==> src/rtl/core_seq_pkg.sv <==
// Shared constants and types for the multi-cycle sequencer and its neighbours.
package core_seq_pkg;

  localparam int unsigned SEQ_STATE_WIDTH = 4;

  typedef enum logic [SEQ_STATE_WIDTH-1:0] {
    StFetchReq  = 4'd0,
    StFetchWait = 4'd1,
    StDecode    = 4'd2,
    StExec      = 4'd3,
    StMemReq    = 4'd4,
    StMemWait   = 4'd5,
    StWb        = 4'd6,
    StHalt      = 4'd7,
    StErr       = 4'd8
  } seq_state_e;

  // RV32I major opcodes
  localparam logic [6:0] OP_LUI    = 7'b0110111;
  localparam logic [6:0] OP_AUIPC  = 7'b0010111;
  localparam logic [6:0] OP_JAL    = 7'b1101111;
  localparam logic [6:0] OP_JALR   = 7'b1100111;
  localparam logic [6:0] OP_BRANCH = 7'b1100011;
  localparam logic [6:0] OP_LOAD   = 7'b0000011;
  localparam logic [6:0] OP_STORE  = 7'b0100011;
  localparam logic [6:0] OP_IMM    = 7'b0010011;
  localparam logic [6:0] OP_REG    = 7'b0110011;
  localparam logic [6:0] OP_SYSTEM = 7'b1110011;

  localparam logic [31:0] INST_EBREAK = 32'h0010_0073;
  localparam logic [31:0] INST_NOP    = 32'h0000_0013;

  // True for every opcode the core implements.
  function automatic logic is_legal_op(input logic [6:0] op);
    logic legal;
    case (op)
      OP_LUI, OP_AUIPC, OP_JAL, OP_JALR, OP_BRANCH,
      OP_LOAD, OP_STORE, OP_IMM, OP_REG, OP_SYSTEM: legal = 1'b1;
      default:                                      legal = 1'b0;
    endcase
    return legal;
  endfunction

endpackage

==> src/rtl/core_seq_timer.sv <==
// Bus wait-state watchdog: 8-bit clear/enable counter with terminal count.
module seq_timer #(
  parameter int unsigned TIMEOUT = 255
) (
  input  logic clk,
  input  logic rst,
  input  logic clr,
  input  logic en,
  output logic tc
);

  // tc marks the TIMEOUT-th waiting cycle, so the owner leaves on the edge that ends it.
  localparam logic [7:0] TcCount = 8'(TIMEOUT - 1);

  logic [7:0] count_q;

  // Count waiting cycles; clear has priority over enable.
  always_ff @(posedge clk) begin
    if (rst) begin
      count_q <= 8'd0;
    end else if (clr) begin
      count_q <= 8'd0;
    end else if (en) begin
      count_q <= count_q + 8'd1;
    end
  end

  assign tc = en && (count_q == TcCount);

endmodule

==> src/rtl/core_seq.sv <==
// Multi-cycle RV32 sequencer: fetch, decode, execute, memory, writeback.
module core_seq
  import core_seq_pkg::*;
#(
  parameter int unsigned TIMEOUT = 255
) (
  input  logic        clk,
  input  logic        rst,
  output logic        ifu_req_valid,
  input  logic        ifu_req_ready,
  input  logic        ifu_resp_valid,
  input  logic [31:0] ifu_resp_inst,
  output logic [31:0] inst,
  output logic        lsu_req_valid,
  output logic        lsu_req_wen,
  input  logic        lsu_req_ready,
  input  logic        lsu_resp_valid,
  output logic        gpr_w_en,
  output logic        pc_w_en,
  output logic        halt,
  output logic        err,
  output logic [63:0] instret
);

  seq_state_e  state_q, state_d;
  logic [31:0] inst_q;
  logic        halt_q, err_q;
  logic [63:0] instret_q;

  logic [6:0]  opcode;
  logic        is_load, is_store, is_branch, is_ebreak;
  logic        timer_clr, timer_en, timer_tc;

  assign opcode    = inst_q[6:0];
  assign is_load   = (opcode == OP_LOAD);
  assign is_store  = (opcode == OP_STORE);
  assign is_branch = (opcode == OP_BRANCH);
  assign is_ebreak = (inst_q == INST_EBREAK);

  // Timer restarts on each accepted request and runs only in the WAIT states.
  assign timer_clr = ((state_q == StFetchReq) && ifu_req_ready) ||
                     ((state_q == StMemReq) && lsu_req_ready);
  assign timer_en  = (state_q == StFetchWait) || (state_q == StMemWait);

  seq_timer #(
    .TIMEOUT (TIMEOUT)
  ) u_timer (
    .clk (clk),
    .rst (rst),
    .clr (timer_clr),
    .en  (timer_en),
    .tc  (timer_tc)
  );

  // Next-state decode; a response on the terminal-count cycle beats the timeout.
  always_comb begin
    state_d = state_q;
    unique case (state_q)
      StFetchReq:  if (ifu_req_ready) state_d = StFetchWait;
      StFetchWait: begin
        if (ifu_resp_valid)  state_d = StDecode;
        else if (timer_tc)   state_d = StErr;
      end
      StDecode:    state_d = is_legal_op(opcode) ? StExec : StErr;
      StExec:      state_d = (is_load || is_store) ? StMemReq : StWb;
      StMemReq:    if (lsu_req_ready) state_d = StMemWait;
      StMemWait: begin
        if (lsu_resp_valid)  state_d = StWb;
        else if (timer_tc)   state_d = StErr;
      end
      StWb:        state_d = is_ebreak ? StHalt : StFetchReq;
      StHalt:      state_d = StHalt;
      StErr:       state_d = StErr;
      default:     state_d = StErr;
    endcase
  end

  // State, instruction register, sticky flags and retire counter.
  always_ff @(posedge clk) begin
    if (rst) begin
      state_q   <= StFetchReq;
      inst_q    <= INST_NOP;
      halt_q    <= 1'b0;
      err_q     <= 1'b0;
      instret_q <= 64'd0;
    end else begin
      state_q <= state_d;
      if ((state_q == StFetchWait) && ifu_resp_valid) begin
        inst_q <= ifu_resp_inst;
      end
      if ((state_d == StErr) && (state_q != StErr)) begin
        err_q <= 1'b1;
      end
      if (state_q == StWb) begin
        instret_q <= instret_q + 64'd1;
        if (is_ebreak) begin
          halt_q <= 1'b1;
        end
      end
    end
  end

  // Moore strobes: decoded from the current state only.
  always_comb begin
    ifu_req_valid = 1'b0;
    lsu_req_valid = 1'b0;
    lsu_req_wen   = 1'b0;
    gpr_w_en      = 1'b0;
    pc_w_en       = 1'b0;
    unique case (state_q)
      StFetchReq: ifu_req_valid = 1'b1;
      StMemReq: begin
        lsu_req_valid = 1'b1;
        lsu_req_wen   = is_store;
      end
      StWb: begin
        pc_w_en  = 1'b1;
        gpr_w_en = !(is_branch || is_store);
      end
      default: ;
    endcase
  end

  assign inst    = inst_q;
  assign halt    = halt_q;
  assign err     = err_q;
  assign instret = instret_q;

endmodule

==> config.mk <==
export PLATFORM = sky130hd
export DESIGN_NAME = core_seq
export DESIGN_NICKNAME = d
export VERILOG_FILES = /design/src/rtl/core_seq_pkg.sv /design/src/rtl/core_seq_timer.sv /design/src/rtl/core_seq.sv
export SDC_FILE = /design/constraint.sdc
export NUM_CORES = 1
export LEC_CHECK = 0
export ABC_AREA = 1
export BUFFER_PORTS_ARGS = -buffer_cell sky130_fd_sc_hd__buf_2
export CORE_ASPECT_RATIO = 0.8
export CORE_MARGIN = 2
export CORE_UTILIZATION = 45
export CTS_CLUSTER_SIZE = 25
export DETAILED_ROUTE_END_ITERATION = 10
export PLACE_DENSITY = 0.68
export SETUP_SLACK_MARGIN = 0.05
export SLEW_MARGIN = 15
export SYNTH_ARGS = -nofsm -noshare
export SYNTH_HDL_FRONTEND = slang
export SYNTH_HIERARCHICAL = 1
export SYNTH_SLANG_ARGS = --single-unit
==> constraint.sdc <==
create_clock -name clk -period 2.59 [get_ports clk]
set_input_delay 0.1295 -clock clk [delete_from_list [all_inputs] [get_ports clk]]
set_output_delay 0.1295 -clock clk [all_outputs]
set_load 0.05 [all_outputs]
-- Yosys cells after proc, flatten, opt, wreduce, memory -nomap -nowiden
Cells that the tools add are included.
- register bits: 110
- output and inout bits: 103
- input port bits: 38
- word-level logic and storage cells: 59
- equality and inequality tests: 21
- reduce and logical (&&, ||, !) cells: 14
- $add $sub $neg: 2
- multiplexer cells: 16
- operator list (operator ; number):
    adder 64 x 1 -> 64 bit, second input constant ; 1
    equality test 32 x 21 -> 1 bit, second input constant ; 1
    case mux 4 bit (8 select lines) ; 1
    equality test 7 bit, second input constant ; 4
    two-way mux 4 bit ; 6
    equality test 7 x 6 -> 1 bit, second input constant ; 3
    equality test 4 x 3 -> 1 bit, second input constant ; 4
    equality test 7 x 5 -> 1 bit, second input constant ; 2
    OR reduction 10 bit ; 1
    adder 8 x 1 -> 8 bit, second input constant ; 1
    equality test 4 x 2 -> 1 bit, second input constant ; 2
    equality test 8 bit, second input constant ; 1
    equality test 7 x 2 -> 1 bit, second input constant ; 1
    two-way mux 1 bit ; 7
    logical AND 1 bit ; 5
    equality test 4 x 1 -> 1 bit, second input constant ; 1
    equality test 4 bit, second input constant ; 1
    logical NOT 4 bit ; 1
    logical OR 1 bit ; 4
    inequality test 4 bit, second input constant ; 1
    two-way mux 3 bit ; 1
    two-way mux 2 bit ; 1
    AND reduction 2 bit ; 1
    OR reduction 2 bit ; 1
    logical NOT 1 bit ; 1

-- Longest topological paths before layout
Gate-level depths: netlist of the first run.
- depth after elaboration: 8
- mapped depth: 12
- mapped depth without buffers: 12

-- Modules after synthesis
Netlist of the first run, hierarchy kept.
- by module, submodules not included (module ; area an instance (sq um) ; cells an instance ; times used ; sequential area each (sq um)):
    core_seq ; 5791.8 ; 965 ; 1 ; 2042.0
    seq_timer ; 389.1 ; 54 ; 1 ; 160.2

-- Worst setup path before layout of the first run
Ideal clock, no wire load.
- kind: reg2out
- start point: register state_q[0]
- end point: output port lsu_req_wen
- buffers on the path: 0
- data required time: 2.461 ns
- slack: -0.008 ns
- data arrival time: 2.468 ns
- stages on the path, launching flop included: 6
- path through: dfxtp_1 nor2_1 inv_1 nor2_1 nand3_1 nor3_1
- longest elaborated chain between the ends: 2
- RTL lines (item ; line ; text):
    start: declaration ; core_seq.sv:25 ; seq_state_e state_q, state_d;
    start signal: assignment ; core_seq.sv:81 ; state_q <= StFetchReq;
    start signal: assignment ; core_seq.sv:87 ; state_q <= state_d;
    equality test 4 x 3 -> 1 bit ; core_seq.sv:110 ; unique case (state_q)
    two-way mux 1 bit ; core_seq.sv:110 ;
    end: declaration ; core_seq.sv:15 ; output logic lsu_req_wen,
Every way passes these cells.

-- Worst setup path after layout of the first run
- start point: register state_q[1]
- end point: register state_q[1]
- longest elaborated chain between the ends: 6
- elaborated cells on any way between the ends: 16
- RTL lines (item ; line ; text):
    equality test 4 x 1 -> 1 bit or equality test 4 x 3 -> 1 bit (tied branches) ; core_seq.sv:43 ; assign timer_en = (state_q == StFetchWait) || (state_q == StMemWait);
    logical OR 1 bit * ; core_seq.sv:43 ;
    net timer_en ; core_seq.sv:32 ; logic timer_clr, timer_en, timer_tc;
    logical AND 1 bit * ; core_seq_timer.sv:28 ; assign tc = en && (count_q == TcCount);
    net timer_tc ; core_seq.sv:32 ;
    two-way mux 4 bit * ; core_seq.sv:62, core_seq.sv:69 ;
    two-way mux 4 bit, on equally long branches ; core_seq.sv:68, core_seq.sv:61 ;
    case mux 4 bit (8 select lines) * ; core_seq.sv:58 ; unique case (state_q)
Mark *: on every way through the listed nets, which the timed path passes. The rest lies on a longest branch.
A chain may end at the register's enable or synchronous reset.

==> out/results.ini, run 1 <==
[yosys]
syn_area_um2=6180
ys_seq_elements=110
yosys_warnings=6
synth_top_area_share_pct=35.6
syn_nets=1060
syn_inst=1019
yosysTopAreaCell=dfxtp_1
yosysUniqueCellTypes=31
synthesis.area_per_instance_um2=6.07
yosysSeqAreaShare_pct=35.6
synth.area.top_cells=dfxtp_1, nand2_1, nor2_1

[placed_design]
io_buffers=140
dpl.hpwl_um=14700
dp_cells=1323
place.gp.congestion=0.981
place_ws_ns=0.608

[setup_path]
r2r-end=state_q[1]$_SDFF_PP0_
r2r_start=state_q[1]$_SDFF_PP0_
worstSetupStartpoint=state_q[1]$_SDFF_PP0_
slowest_stage=dfxtp_1
critPathRequiredTime_ns=2.85
critical_path_class=reg2reg
cp_common_cell=inv_1
critPathMaxStageDelay_ns=0.34
critPathLaunchType=flip-flop
crit_end=state_q[1]$_SDFF_PP0_
r2r_slack_ns=0.56
reg2regPathDepth=12
end_kind=flip-flop
arrival_ns=2.29
cp_max_fo=6
path_cells=inv_1 -> nand2_1 -> nor2_1 -> nand2_2 -> nor3_1 -> inv_1 -> o21ai_0 -> a21oi_1 -> nor2_1 -> nand3_1 -> nand2_1 -> inv_1

[job]
maxCapViolCount=0

[die]
start_util_pct=45.8
core_um2=13500
rows=38
dieHeight_um=109
die_area_um2=14700
ios=141
die_x_um=135

[global_route]
grt_pass1_wl_um=30200
antenna_found_initial=0
grtUsageTotal_pct=26.1
grt_pass1_vias=6072
grtUsageMet3_pct=5.39
grt_max_degree=49
groute.layer.met1.usage_pct=38.0
gr-total-overflow=0
grt-busiest-layer=met2
grt_use_met2_pct=39.8

[sta]
fin_skew_ns=0.00710
setup_viol=0
hold_viol_final=0
slew_viol_final=0
fin_crit_sh_pct=78.3
tightest_slew_ns=0.588
rsz0062_at_grt=false
fmax_mhz=493
finalWorstSetupSlack_ns=0.562
slew_headroom_pct=60.8
fin_setup_tns_ns=0
min_period_ns=2.03

[route]
ant_nets=0
drtPass1Iterations=6
wirelength_um=19100
drt_first_iter_violations=551
via_count=6801
route.detailed.drc=0
wl_per_cell_um=14.2
avgViaCountPerCell=5.06

[power_and_ir_drop]
intPower_w=0.00265
swShare_pct=29.7
p_comb_share_pct=13.4
p_total_w=0.00377
pwr-share-seq_pct=47.1
p_per_area_nw_per_um2=509
leakagePower_nw=2.99
p_clk_share_pct=39.5
p_sw_w=0.00112
ir_worst_vdd_uv=331

[cts]
clk_pin_slew_worst_paths_ns=0.08
tritoncts.num_buffers=9
cts_tree=yes
htree_levels=3
cts.sinks=110
cts_resized=0
cts_setup_buffers=0
clock-root-buffer=clkbuf_16
cts.path.max_buffers=2
clock_latency_ns=0.36

[worst_hold_path]
hold_path_class=in2reg
hold_path_depth=3

[run_status]
status=completed

[layout]
num-fill-cells=1449
num_antenna_cells=0
post_route_cells_drive_above_1_share_pct=17.0
area_delta_synth_final_pct=20.0
finalNonFillerCells=1343
multi_input_area_um2=3420
seqCellArea_um2=2200
fin_nets=1199

-- sequential cells by signal, indices dropped and copies added, names as in the netlist --
signal,flops
instret,64
halt,1
state_q,4
u_timer/count_q,8
err,1
inst,32
-- how the worst min path moves through the flow --
stage	from	to	slack (ns)
floorplan	ifu_resp_inst[0]	inst[0]$_SDFFE_PP1P_	0.24
global placement	rst	err$_SDFFE_PP0P_	0.32
detailed placement	rst	err$_SDFFE_PP0P_	0.33
CTS	ifu_resp_inst[29]	inst[29]$_SDFFE_PP0P_	0.007
global route	ifu_resp_inst[3]	inst[3]$_SDFFE_PP0P_	0.02
finish	ifu_resp_inst[5]	inst[5]$_SDFFE_PP0P_	0.01
-- cells in the mapped netlist --
cell and instances:
nand2_1 319, nor2_1 173, inv_1 116, dfxtp_1 110
a21oi_1 85, o21ai_0 64, nand3_1 38, nand4_1 19
clkbuf_1 12, nor3_1 12, nor2_2 11, buf_2 10
xnor2_1 8, nor2_4 6, o21a_1 6, nand2_2 5
inv_2 4, ha_1 3, nand3_2 3, a31oi_1 2
clkinv_1 2, nand4_2 2, a21o_1 1, a31o_2 1
clkbuf_4 1, nand3b_1 1, nor3_2 1, nor3b_1 1
o211ai_1 1, o221a_2 1, xor2_1 1
-- power groups by stage --
stage | clock network, W | registers [W] | logic, W
2_1_floorplan | 0 | 0.00197 | 0.000217
3_3_place_gp | 0 | 0.00182 | 0.000498
4_1_cts | 0.00152 | 0.00178 | 0.000506
5_1_grt | 0.00157 | 0.00179 | 0.000553
3_5_place_dp | 0 | 0.00182 | 0.000501
6_report | 0.00149 | 0.00178 | 0.000506
-- what timing repair did --
| action | in CTS | in global routing |
|---|---|---|
| endpoints found under the setup margin | 0 | 0 |
| endpoints found under the hold margin | 4 | 0 |
| hold buffers | 4 | 0 |
-- worst max-delay path: cells and delay by family, from the launching register on --
| kind | cells | cell delay (ns) |
|---|---|---|
| AO/OA/AOI/OAI | 2 | 0.30 |
| flip-flops | 1 | 0.34 |
| buffers and inverters | 3 | 0.25 |
| AND/OR/NAND/NOR | 7 | 1.04 |
-- cells in the final DEF, fill, tap and decap left out, types with 5 or more instances in the layout --
cell type	instances
o21a_1	6
xnor2_1	8
o21ai_0	64
inv_1	116
nand2_2	5
nor2_4	6
a21oi_1	85
nand3_1	38
nand2_1	319
nor3_1	11
nor2_1	173
buf_2	140
nand4_1	19
buf_4	7
clkbuf_16	9
nor2_2	11
dfxtp_1	110
-- layout make-up --
cell class	instances	area share (%)
Sequential cell	110	29.7
Clock buffer	9	3.04
Timing Repair Buffer	151	10.7
Tap cell	180	3.04
Inverter	122	6.18
Multi-Input combinational cell	764	46.2
Clock inverter	7	1.18
-- per-layer routing --
layer	share of wire (%)	up-vias	wire [um]
met5	0	-	0
met4	1.5	0	289
met3	8.0	27	1530
met2	41	244	7860
met1	49	3035	9400
li1	-	3495	-
-- per-stage QoR --
| step | hold slack (ns) | area, um2 | util, % |
|---|---|---|---|
| global route | 0.0211 | 7410 | 54.9 |
| CTS | 0.00687 | 7410 | 54.9 |
| floorplan | 0.243 | 6190 | - |
| global placement | 0.321 | 7060 | 52.3 |
| finish | 0.0143 | 7410 | 54.9 |
| detailed placement | 0.328 | 7060 | 52.3 |
-- kinds of logic after synthesis --
family / count (synthesis) / synth area share, %
AO/OA/AOI/OAI: 161 / 13.6
XOR/XNOR: 9 / 1.28
adder cells (fa/ha/maj): 3 / 0.607
buffers and inverters: 145 / 9.07
flip-flops: 110 / 35.6
AND/OR/NAND/NOR: 591 / 39.9
No activity file was read; power rests on OpenSTA's default activity.
==> run 2, diff against run 1 <==
==> constraint.sdc (replaced) <==
create_clock -name clk -period 1.97 [get_ports clk]
set_input_delay 0.0985 -clock clk [delete_from_list [all_inputs] [get_ports clk]]
set_output_delay 0.0985 -clock clk [all_outputs]
set_load 0.05 [all_outputs]
==> out/results.ini, run 2 (synthesis results as in run 1) <==
[setup_path]
critPathLaunchType=flip-flop
end_kind=output pin
critical_path_class=reg2out
r2r_slack_ns=0.19
arrival_ns=1.73
cp_max_fo=17
critPathRequiredTime_ns=1.87

[cts]
cts_tree=yes
htree_levels=3
tritoncts.num_buffers=9
cts.path.max_buffers=2
clk_pin_slew_worst_paths_ns=0.08
cts.sinks=110
clock_latency_ns=0.37
clock-root-buffer=clkbuf_16

[placed_design]
dpl.hpwl_um=14900
dp_cells=1333
place_ws_ns=0.187
io_buffers=140
place.gp.congestion=0.999

[run_status]
status=completed

[route]
ant_nets=0
drt_first_iter_violations=514
wl_per_cell_um=14.1
avgViaCountPerCell=5.03
route.detailed.drc=0
wirelength_um=19300
drtPass1Iterations=5
via_count=6865

[sta]
fmax_mhz=548
tightest_slew_ns=0.466
slew_viol_final=0
hold_viol_final=0
rsz0062_at_grt=true
finalWorstSetupSlack_ns=0.144
setup_viol=0
fin_crit_sh_pct=92.7
fin_skew_ns=0.0109
fin_setup_tns_ns=0
slew_headroom_pct=68.8
min_period_ns=1.83
hold_slack_ns=0.00808

[layout]
finalNonFillerCells=1365
largest_register_ff_count=64
layout_common_cells=nand2_1, nor2_1, buf_2, inv_1, dfxtp_1
post_route_cells_drive_above_1_share_pct=19.1
num-fill-cells=1398
area_delta_synth_final_pct=24.1
final_common_cell=nand2_1
num_antenna_cells=0
fin_nets=1221

[global_route]
gr-total-overflow=0
grt_pass1_vias=5985
grtUsageTotal_pct=26.6
grt_pass1_wl_um=30500
grt_max_degree=58
antenna_found_initial=0

[power_and_ir_drop]
p_per_area_nw_per_um2=640
swShare_pct=30.9
p_total_w=0.00491
pwr-share-seq_pct=47.6
p_clk_share_pct=38.2
ir_worst_vdd_uv=459
leakagePower_nw=3.10
intPower_w=0.00339
p_comb_share_pct=14.2
p_sw_w=0.00151

[job]
maxCapViolCount=0

[die]
start_util_pct=45.8
ios=141
dieHeight_um=109
die_area_um2=14700
rows=38
core_um2=13500
die_x_um=135

[worst_hold_path]
hold_path_class=in2reg

==> run 2: changes by cell type in the layout (fill, tap and decap cells not counted), moves of 4 or more <==
cell           change
dlygate4sd3_1     +11
dfxtp_2            +4
dfxtp_1            -4
nor2_2             +8
nor2_1             -9
buf_4              +9
==> run 2: timing repair <==
item	4_1_cts	5_1_grt
setup buffers	0	1
pin swaps	0	2
hold buffers	15	0
resized for setup	2	18
endpoints found under the hold margin	15	0
setup endpoints to repair	2	13
==> run 2: final cells by class <==
class	count	area, um2	area share [%]
Sequential cell	110	2210	28.8
Timing Repair Buffer	173	1020	13.2
Inverter	122	458	5.97
Tap cell	180	225	2.94
Clock buffer	9	225	2.94
Multi-Input combinational cell	764	3460	45.2
Clock inverter	7	75.1	0.979
==> run 2: final timing paths <==
path / from / end / cells after the start
setup reg to reg: instret[34]$_SDFFE_PP0P_ / instret[55]$_SDFFE_PP0P_ / 9
hold reg to reg: err$_SDFFE_PP0P_ / err$_SDFFE_PP0P_ / 2
setup / recovery: state_q[3]$_SDFF_PP0_ / pc_w_en / 5
hold / removal: ifu_resp_inst[16] / inst[16]$_SDFFE_PP0P_ / 3
==> run 2: worst max-delay path, stage by stage, from the launching register on <==
cell and delay, ns:
dfxtp_1 0.35, inv_2 0.10, nand2_2 0.10, nor2_4 0.25, buf_4 0.29, clkbuf_4 0.27
==> run 2: power groups by stage <==
| stage | clock network [W] | registers [W] | logic [W] |
|---|---|---|---|
| after floorplan | 0 | 0.00259 | 0.000286 |
| after global placement | 0 | 0.00239 | 0.000666 |
| after detailed placement | 0 | 0.00239 | 0.000670 |
| after CTS | 0.00192 | 0.00234 | 0.000696 |
| after global routing | 0.00200 | 0.00235 | 0.000760 |
| final | 0.00187 | 0.00234 | 0.000696 |
==> run 2: layer usage <==
metal	vias up	global-route usage (%)	wire length (um)
li1	3536	-	-
met1	3076	39.7	9560
met2	227	38.8	7850
met3	26	4.37	1470
met4	0	8.85	386
met5	-	0	0
==> run 2: through the flow <==
step | cell area (um2) | utilization (%)
finish | 7670 | 56.8
global route | 7670 | 56.8
CTS | 7610 | 56.4
detailed placement | 7150 | 53.0
global placement | 7150 | 53.0
floorplan | 6190 | -
